### src/rtl/filt_pkg.sv
// rtl/filt_pkg.sv - shared widths and arithmetic helpers for the filter output stages
package filt_pkg;

  // Widest signed value the helpers handle; bitwidth+LOG2R+1 must not exceed it.
  localparam int MAX_W = 64;

  // Accumulator width: one extra bit per doubling of the block length.
  function automatic int acc_w(input int bw, input int log2r);
    return bw + log2r;
  endfunction

  // Occupancy counter width; it must be able to hold the value depth itself.
  function automatic int level_w(input int depth);
    return $clog2(depth + 1);
  endfunction

  // Sign-extend the low w bits of v to MAX_W bits.
  function automatic logic signed [MAX_W-1:0] sext(input logic [MAX_W-1:0] v, input int w);
    logic signed [MAX_W-1:0] t;
    t = $signed(v << (MAX_W - w));
    return t >>> (MAX_W - w);
  endfunction

  // Divide by 2^sh, rounding half up; sh=0 returns v unchanged.
  function automatic logic signed [MAX_W-1:0] round_shift(input logic signed [MAX_W-1:0] v,
                                                           input int sh);
    logic signed [MAX_W-1:0] t;
    t = v;
    if (sh > 0) t = t + (MAX_W'(1) << (sh - 1));
    return t >>> sh;
  endfunction

endpackage

### src/rtl/iir_decim_if.sv
// rtl/iir_decim_if.sv - sample input and decimated output bundle of iir_decim
interface iir_decim_if #(
  parameter int bitwidth   = 32,
  parameter int FIFO_DEPTH = 4
) ();
  logic                                       x_valid;
  logic [bitwidth-1:0]                        x;
  logic                                       sync;
  logic                                       y_valid;
  logic                                       y_ready;
  logic [bitwidth-1:0]                        y;
  logic [filt_pkg::level_w(FIFO_DEPTH)-1:0]   level;
  logic                                       overflow;

  // Upstream filter and downstream consumer side.
  modport master (
    output x_valid, x, sync, y_ready,
    input  y_valid, y, level, overflow
  );

  // Decimator side.
  modport slave (
    input  x_valid, x, sync, y_ready,
    output y_valid, y, level, overflow
  );
endinterface

### src/rtl/filt_sync_fifo.sv
// rtl/filt_sync_fifo.sv - first-word fall-through synchronous FIFO, push allowed while full if popping
module filt_sync_fifo
  import filt_pkg::*;
#(
  parameter int width = 32,
  parameter int depth = 4,
  localparam int LW    = level_w(depth),
  localparam int PTR_W = $clog2(depth)
) (
  input  logic             clk,
  input  logic             rst,
  input  logic             push,
  input  logic [width-1:0] din,
  input  logic             pop,
  output logic [width-1:0] dout,
  output logic             empty,
  output logic             full,
  output logic [LW-1:0]    level
);

  logic [width-1:0] mem_q [depth];
  logic [width-1:0] mem_d [depth];
  logic [PTR_W-1:0] wr_ptr_q, wr_ptr_d;
  logic [PTR_W-1:0] rd_ptr_q, rd_ptr_d;
  logic [LW-1:0]    count_q,  count_d;
  logic             do_push, do_pop;

  assign empty = (count_q == '0);
  assign full  = (count_q == LW'(depth));
  assign level = count_q;
  // Head entry is visible as soon as it is stored; zero keeps the bus quiet when empty.
  assign dout  = empty ? '0 : mem_q[rd_ptr_q];

  // Next-state: pointer advance, storage write and occupancy update.
  always_comb begin
    mem_d    = mem_q;
    wr_ptr_d = wr_ptr_q;
    rd_ptr_d = rd_ptr_q;
    count_d  = count_q;
    do_pop   = pop & ~empty;
    // When full, the slot being written is the one the pop frees this edge.
    do_push  = push & (~full | do_pop);
    if (do_push) begin
      mem_d[wr_ptr_q] = din;
      wr_ptr_d        = wr_ptr_q + PTR_W'(1);
    end
    if (do_pop) rd_ptr_d = rd_ptr_q + PTR_W'(1);
    case ({do_push, do_pop})
      2'b10:   count_d = count_q + LW'(1);
      2'b01:   count_d = count_q - LW'(1);
      default: count_d = count_q;
    endcase
  end

  // State registers; storage needs no reset since dout is masked while empty.
  always_ff @(posedge clk) begin
    mem_q <= mem_d;
    if (rst) begin
      wr_ptr_q <= '0;
      rd_ptr_q <= '0;
      count_q  <= '0;
    end else begin
      wr_ptr_q <= wr_ptr_d;
      rd_ptr_q <= rd_ptr_d;
      count_q  <= count_d;
    end
  end

endmodule

### src/rtl/iir_decim.sv
// rtl/iir_decim.sv - block-average decimator with rounding and buffered valid/ready output
module iir_decim
  import filt_pkg::*;
#(
  parameter int bitwidth   = 32,
  parameter int LOG2R      = 2,
  parameter int FIFO_DEPTH = 4
) (
  input  logic clk,
  input  logic rst,
  iir_decim_if.slave bus
);

  localparam int R     = 1 << LOG2R;
  localparam int ACC_W = acc_w(bitwidth, LOG2R);
  localparam int LW    = level_w(FIFO_DEPTH);
  localparam int PH_W  = (LOG2R > 0) ? LOG2R : 1;

  logic [PH_W-1:0]     phase_q, phase_d;
  logic [ACC_W-1:0]    acc_q, acc_d;
  logic                overflow_q, overflow_d;

  logic signed [MAX_W-1:0] x_ext, acc_ext, sum;
  logic                phase_first, phase_last;
  logic                dump;
  logic [bitwidth-1:0] r;

  logic                fifo_empty, fifo_full, fifo_pop;
  logic [bitwidth-1:0] fifo_dout;
  logic [LW-1:0]       fifo_level;

  assign fifo_pop     = bus.y_ready & ~fifo_empty;
  assign bus.y_valid  = ~fifo_empty;
  assign bus.y        = fifo_dout;
  assign bus.level    = fifo_level;
  assign bus.overflow = overflow_q;

  // Block accumulation, dump decision and sticky overflow tracking.
  always_comb begin
    phase_d     = phase_q;
    acc_d       = acc_q;
    overflow_d  = overflow_q;
    dump        = 1'b0;
    phase_first = (phase_q == '0);
    phase_last  = (phase_q == PH_W'(R - 1));
    x_ext       = sext(MAX_W'(bus.x), bitwidth);
    acc_ext     = sext(MAX_W'(acc_q), ACC_W);
    // The first sample of a block replaces whatever the accumulator held.
    sum         = (phase_first ? '0 : acc_ext) + x_ext;
    r           = bitwidth'(round_shift(sum, LOG2R));
    if (bus.sync) begin
      // Realign: a concurrent sample opens the new block and never dumps.
      phase_d    = '0;
      acc_d      = '0;
      overflow_d = 1'b0;
      if (bus.x_valid) begin
        phase_d = (R == 1) ? '0 : PH_W'(1);
        acc_d   = ACC_W'(x_ext);
      end
    end else if (bus.x_valid) begin
      acc_d   = ACC_W'(sum);
      phase_d = phase_last ? '0 : phase_q + PH_W'(1);
      dump    = phase_last;
      if (phase_last && fifo_full && !fifo_pop) overflow_d = 1'b1;
    end
  end

  // Accumulator, phase and overflow registers.
  always_ff @(posedge clk) begin
    if (rst) begin
      phase_q    <= '0;
      acc_q      <= '0;
      overflow_q <= 1'b0;
    end else begin
      phase_q    <= phase_d;
      acc_q      <= acc_d;
      overflow_q <= overflow_d;
    end
  end

  filt_sync_fifo #(
    .width (bitwidth),
    .depth (FIFO_DEPTH)
  ) u_fifo (
    .clk   (clk),
    .rst   (rst),
    .push  (dump),
    .din   (r),
    .pop   (fifo_pop),
    .dout  (fifo_dout),
    .empty (fifo_empty),
    .full  (fifo_full),
    .level (fifo_level)
  );

endmodule

### src/flat_wrapper.sv
// flat-port wrapper written by rule: the top's interface ports become plain ports
module iir_decim_flat import filt_pkg::*;
#(
  parameter int bitwidth   = 32,
  parameter int LOG2R      = 2,
  parameter int FIFO_DEPTH = 4
)
  (clk, rst, bus_x_valid, bus_x, bus_sync, bus_y_ready, bus_y_valid, bus_y, bus_level, bus_overflow);
  iir_decim_if #(.bitwidth(bitwidth), .FIFO_DEPTH(FIFO_DEPTH)) bus_i ();
  input  logic clk;
  input  logic rst;
  input wire logic [$bits(bus_i.x_valid)-1:0] bus_x_valid;
  input wire logic [$bits(bus_i.x)-1:0] bus_x;
  input wire logic [$bits(bus_i.sync)-1:0] bus_sync;
  input wire logic [$bits(bus_i.y_ready)-1:0] bus_y_ready;
  output wire logic [$bits(bus_i.y_valid)-1:0] bus_y_valid;
  output wire logic [$bits(bus_i.y)-1:0] bus_y;
  output wire logic [$bits(bus_i.level)-1:0] bus_level;
  output wire logic [$bits(bus_i.overflow)-1:0] bus_overflow;
  assign bus_i.x_valid = bus_x_valid;
  assign bus_i.x = bus_x;
  assign bus_i.sync = bus_sync;
  assign bus_i.y_ready = bus_y_ready;
  assign bus_y_valid = bus_i.y_valid;
  assign bus_y = bus_i.y;
  assign bus_level = bus_i.level;
  assign bus_overflow = bus_i.overflow;
  iir_decim #(.bitwidth(bitwidth), .LOG2R(LOG2R), .FIFO_DEPTH(FIFO_DEPTH)) u_core (.clk(clk), .rst(rst), .bus(bus_i));
endmodule
### config.mk
export PLATFORM = sky130hd
export DESIGN_NAME = iir_decim_flat
export DESIGN_NICKNAME = d
export VERILOG_FILES = /design/src/rtl/filt_pkg.sv /design/src/rtl/iir_decim_if.sv /design/src/rtl/filt_sync_fifo.sv /design/src/rtl/iir_decim.sv /design/src/flat_wrapper.sv
export SDC_FILE = /design/constraint.sdc
export NUM_CORES = 1
export LEC_CHECK = 0
export ABC_AREA = 0
export CELL_PAD_IN_SITES_DETAIL_PLACEMENT = 0
export CELL_PAD_IN_SITES_GLOBAL_PLACEMENT = 1
export CORE_UTILIZATION = 51
export DETAILED_ROUTE_END_ITERATION = 6
export PLACE_DENSITY = 0.92
export REMOVE_ABC_BUFFERS = 1
export SLEW_MARGIN = 20
export SYNTH_ARGS = -nofsm -noshare
export SYNTH_HDL_FRONTEND = slang
export SYNTH_SLANG_ARGS = --single-unit
### constraint.sdc
create_clock -name clk -period 5.47 [get_ports clk]
set_input_delay 1.3675 -clock clk [delete_from_list [all_inputs] [get_ports clk]]
set_output_delay 1.3675 -clock clk [all_outputs]
set_load 0.005 [all_outputs]
-- Yosys cells after proc, flatten, opt, wreduce, memory -nomap -nowiden
Cells that the tools add are included.
- add/sub/neg operators: 7
- magnitude comparators: 3
- equal/unequal tests: 4
- mux-type cells: 18
- bitwise logic cells: 8
- reductions and logical operators: 10
- operator list (kind ; count):
    34-bit 2-to-1 mux ; 4
    128-bit bitwise mux ; 1
    32-bit 2-to-1 mux ; 4
    32-bit binary-select mux with 2-bit select ; 1
    32-bit demux with 2-bit select ; 1
    34-bit by 3-bit adder with 34-bit output (second input constant) ; 1
    34-bit adder ; 1
    2-bit by 1-bit adder with 2-bit output (second input constant) ; 3
    3-bit >= comparator (second input constant) ; 2
    2-bit 2-to-1 mux ; 3
    2-bit NOT with 3-bit output ; 2
    3-bit one-hot mux with 2 select lines ; 1
    2-bit == test (second input constant) ; 2
    2-bit nonzero test ; 2
    3-bit by 1-bit adder with 3-bit output (second input constant) ; 1
    1-bit bitwise AND ; 3
    3-bit == test (second input constant) ; 1
    1-bit logical AND ; 3
    3-bit logical NOT ; 1
    3-bit by 1-bit less-than comparator with 1-bit output (second input constant) ; 1
    1-bit 2-to-1 mux ; 3
    3-bit by 1-bit subtractor with 3-bit output (second input constant) ; 1
    2-bit by 1-bit == test with 1-bit output (second input constant) ; 1
    2-bit logical NOT ; 1
    5 further kinds ; 6
- bits in registers: 172
- bits of input ports: 37
- output and inout bits: 37

-- Logic depth before layout (Yosys ltp)
- depth after elaboration: 8
- gate-level depth with buffers: 17
- depth with buffers taken out: 16

-- Modules after synthesis
A second synthesis with hierarchy kept.
- cells, all modules: 916
- area total of the unflattened synthesis: 10040.9 µm²
- modules (own cells, without submodules) (module ; instances ; cells each ; area each (µm²)):
    filt_sync_fifo ; 1 ; 255 ; 5311.3
    iir_decim ; 1 ; 661 ; 4729.5

-- Worst setup path after synthesis
Ideal clock, no wire load.
- kind: input -> register
- from: in bus_x[0]
- to: reg u_core.u_fifo.mem_q[125] in the netlist's numbering, data pin
- setup time: 277 ps
- arrival: 3880 ps
- slack: 1313 ps
- stages on the path: 13
- cell sequence: ha_1 inv_1 fa_1 nor2b_4 o31a_4 o22a_1 xor2_1 and4_1 and3_2 nand3_2 nor3_4 nand3_1 xor2_1
- cells in the longest elaborated chain, start to end: 3
- RTL lines (item ; RTL line ; source):
    start: declaration ; flat_wrapper.sv:13 ; input wire logic [$bits(bus_i.x)-1:0] bus_x;
    34-bit adder ; iir_decim.sv:49 ; sum = (phase_first ? '0 : acc_ext) + x_ext;
    34-bit by 3-bit adder with 34-bit output ; filt_pkg.sv:29 ; if (sh > 0) t = t + (MAX_W'(1) << (sh - 1));
    net u_core.r[29] ; iir_decim.sv:26 ; logic [bitwidth-1:0] r;
    128-bit bitwise mux ; filt_sync_fifo.sv:44 ; mem_d[wr_ptr_q] = din;
    end signal: assignment ; filt_sync_fifo.sv:57 ; mem_q <= mem_d;
    end: declaration ; filt_sync_fifo.sv:21 ; logic [width-1:0] mem_q [depth];
The timed path passes the listed nets, and every way through them passes these cells.
A chain may end at the register's enable or synchronous reset.

-- Worst setup path in the final report
- from: in bus_x[0]
- to: reg u_core.u_fifo.mem_q[59] in the netlist's numbering, data pin
Same word-level chain as after synthesis.

==> impl_metrics.yaml <==
status:
  run_status: "complete, no violations"
timing:
  rsz0062_at_grt: "false"
  finClkSkew_ns: 0.0106
  max_clock_freq_mhz: 212
  period_share: 0.863
  setup_violations: 0
  slew_violations: 0
  worst_pin_slew_ns: 0.954
  slew_headroom: 0.359
  fin_setup_tns_ns: 0
  setup_ws_ns: 0.751
  hold_viol: 0
  min_period_ns: 4.72
clock_network:
  ctsResizeCount: 0
  post_cts_buffers: 0
  hold_buffers: 0
  clk_pin_slew_ns: 0.06
  clockBufferDepth: 2
  clockRootBuffer: "clkbuf_16"
  cts_sinks: 172
  cts_tree: "done"
  cts_buffers: 17
  htree_num_levels: 4
  insertion_delay_ns: 0.43
placement:
  dp_cells: 1152
  pre_cts_slack_ns: 0.330
  dpl.hpwl_um: 15300
  io_buffers: 73
  gp_congestion: 0.920
drt:
  drt-total-wl_um: 22000
  first_pass_iters: 5
  drt-wirelength-per-cell_um: 18.5
  vias: 6798
  route.detailed.drc: 0
  drtIter0Drc: 557
  ant_nets: 0
  viasPerCell: 5.74
setup_path:
  rrSetupSlack_ns: 1.24
  cp-start-kind: "input pin"
  r2r_cells: 17
  timing.rr.start: "u_core.phase_q[0]"
  worstSetupStartpoint: "bus_x[0]"
  r2r_end: "u_core.u_fifo.mem_q[59]"
  endpoint_kind: "flop"
  path_class: "input pin to flop"
  worstPathArrival_ns: 4.92
  cp_max_fo: 5
  crit_required_ns: 5.67
layout:
  fin_util: 0.603
  fin_cells: 1184
  antenna_cells: 0
  finalNetCount: 1017
  drive_gt1_frac: 0.119
  syn2layout_area_growth_pct: 15.6
yosys:
  synth_enable_flop_cells: 128
  async_reset_ff_frac: 0
  synth_most_common_cell: "edfxtp_1"
  ys_dominant_reg_cell: "edfxtp_1"
  yosysWarnings: 0
  synth_cells: 869
  synth_commonest_cells: "edfxtp_1, nor2_1, a21oi_1"
  synthDominantCellAreaShare: 0.392
  ys_seq_elements: 172
  synth.area.top_cells: "edfxtp_1, dfxtp_1, mux4_2, ha_1, a21oi_1"
  yosysSeqAreaShare: 0.482
  synth_cell_types: 72
  syn_avg_cell_area_um2: 11.3
  synth_area_leader_cell: "edfxtp_1"
  syn_area_um2: 9790
grt:
  grt_usage: 0.233
  first_global_vias: 6739
  grt_pass1_wl_um: 35200
  grt_max_degree: 46
  grt_overflow_total: 0
  antenna_found_initial: 0
job:
  maxCapViolations: 0
worst_hold_path:
  hp-class: "flop to flop"
  worstHoldStart: "u_core.u_fifo.level[2]"
  hold_depth: 2
  worstHoldEndpoint: "u_core.u_fifo.level[2]"
die:
  die_w_um: 141
  rows: 50
  die_area_um2: 19800
  core_um2: 18800
  pin_count: 74
  initial_core_util: 0.522
  fp.dieH_um: 141
power:
  ir_drop_mv: 0.230
  p_per_area_nw_per_um2: 266
  leakagePower_nw: 4.03
where the power goes:
part / internal, W / switching (W)
Combinational: 0.000146 / 0.000227
Clock: 0.000680 / 0.000511
Sequential: 0.00144 / 0.00000757
area by class of cell:
type / count / area (um2)
Fill cell: 1542 / 7440
Multi-Input combinational cell: 628 / 4760
Sequential cell: 172 / 4730
Timing Repair Buffer: 94 / 883
Clock buffer: 20 / 437
Tap cell: 234 / 293
Clock inverter: 12 / 139
Inverter: 24 / 90.1
worst max path at each step:
stage                                           to  slack, ns
final                      u_core.u_fifo.mem_q[59]       0.75
after global routing       u_core.u_fifo.mem_q[88]       0.49
after CTS                  u_core.u_fifo.mem_q[91]       0.76
after detailed placement  u_core.u_fifo.mem_q[123]       0.33
after global placement    u_core.u_fifo.mem_q[127]       0.54
after floorplan           u_core.u_fifo.mem_q[125]       1.31
cells in the final DEF, fill, tap and decap left out, drive strengths merged, types with 3 or more instances in the layout:
| master | Yosys | final |
|---|---|---|
| o21a | 5 | 5 |
| and3 | 5 | 5 |
| a31oi | 4 | 4 |
| a21o | 5 | 5 |
| edfxtp | 128 | 128 |
| clkdlybuf4s50 | 0 | 72 |
| a211oi | 8 | 8 |
| nor2 | 94 | 94 |
| xnor2 | 36 | 36 |
| mux4 | 32 | 32 |
| nand3 | 16 | 16 |
| and4 | 6 | 6 |
| clkbuf | 26 | 20 |
| o211ai | 10 | 10 |
| buf | 19 | 22 |
| nor3 | 13 | 13 |
| ha | 41 | 41 |
| mux2i | 31 | 31 |
| nor4 | 6 | 6 |
| xor2 | 28 | 28 |
| clkinv | 0 | 5 |
| dfxtp | 44 | 44 |
| o21bai | 3 | 3 |
| nand2 | 54 | 54 |
| and2 | 44 | 44 |
| a21oi | 75 | 75 |
| nand4 | 15 | 15 |
| inv | 24 | 28 |
| or3 | 6 | 6 |
| o21ai | 30 | 30 |
| nor2b | 36 | 36 |
through the flow:
stage / hold WS (ns) / instance area [um2] / power, W
finish: 0.523 / 11300 / 0.00301
global route: 0.547 / 11300 / 0.00312
CTS: 0.521 / 11300 / 0.00302
detailed placement: 0.513 / 10700 / 0.00184
global placement: 0.493 / 10700 / 0.00183
floorplan: 0.484 / 9570 / 0.00170
logic make-up (layout without fill, tap and decap cells):
kind of cell	Yosys count	in the layout	synth area share
and+or+nand+nor	303	303	0.166
xor gates and xnor gates	64	64	0.0588
buffers and inverters	69	150	0.0321
muxes	64	64	0.106
DFF	172	172	0.482
AOI/OAI and AO/OA	154	154	0.0981
adders and majority gates	43	43	0.0565
flip-flops by register name, indices dropped and copies added, names as in the netlist:
name / flops
u_core.u_fifo.rd_ptr_q: 2
u_core.u_fifo.mem_q: 128
u_core.acc_q: 34
u_core.u_fifo.wr_ptr_q: 2
u_core.phase_q: 2
u_core.u_fifo.level: 3
u_core.bus.overflow: 1
worst max-delay path: stages:
cell,delay [ns]
clkdlybuf4s50_1,0.49
ha_1,0.19
inv_1,0.07
fa_1,0.44
nor2b_4,0.15
o31a_4,0.16
o22a_1,0.17
xor2_1,0.38
and4_1,0.28
and3_2,0.24
nand3_2,0.16
nor3_4,0.34
nand3_1,0.13
xor2_1,0.34
layer usage:
metal  vias up  wire, um  track usage
li1       3308         -            -
met1      3296     10000        0.314
met2       176     10800        0.402
met3        18       879       0.0319
met4         0       257       0.0538
met5         -         0            0
Note: power is estimated with default switching activity, not from simulation.
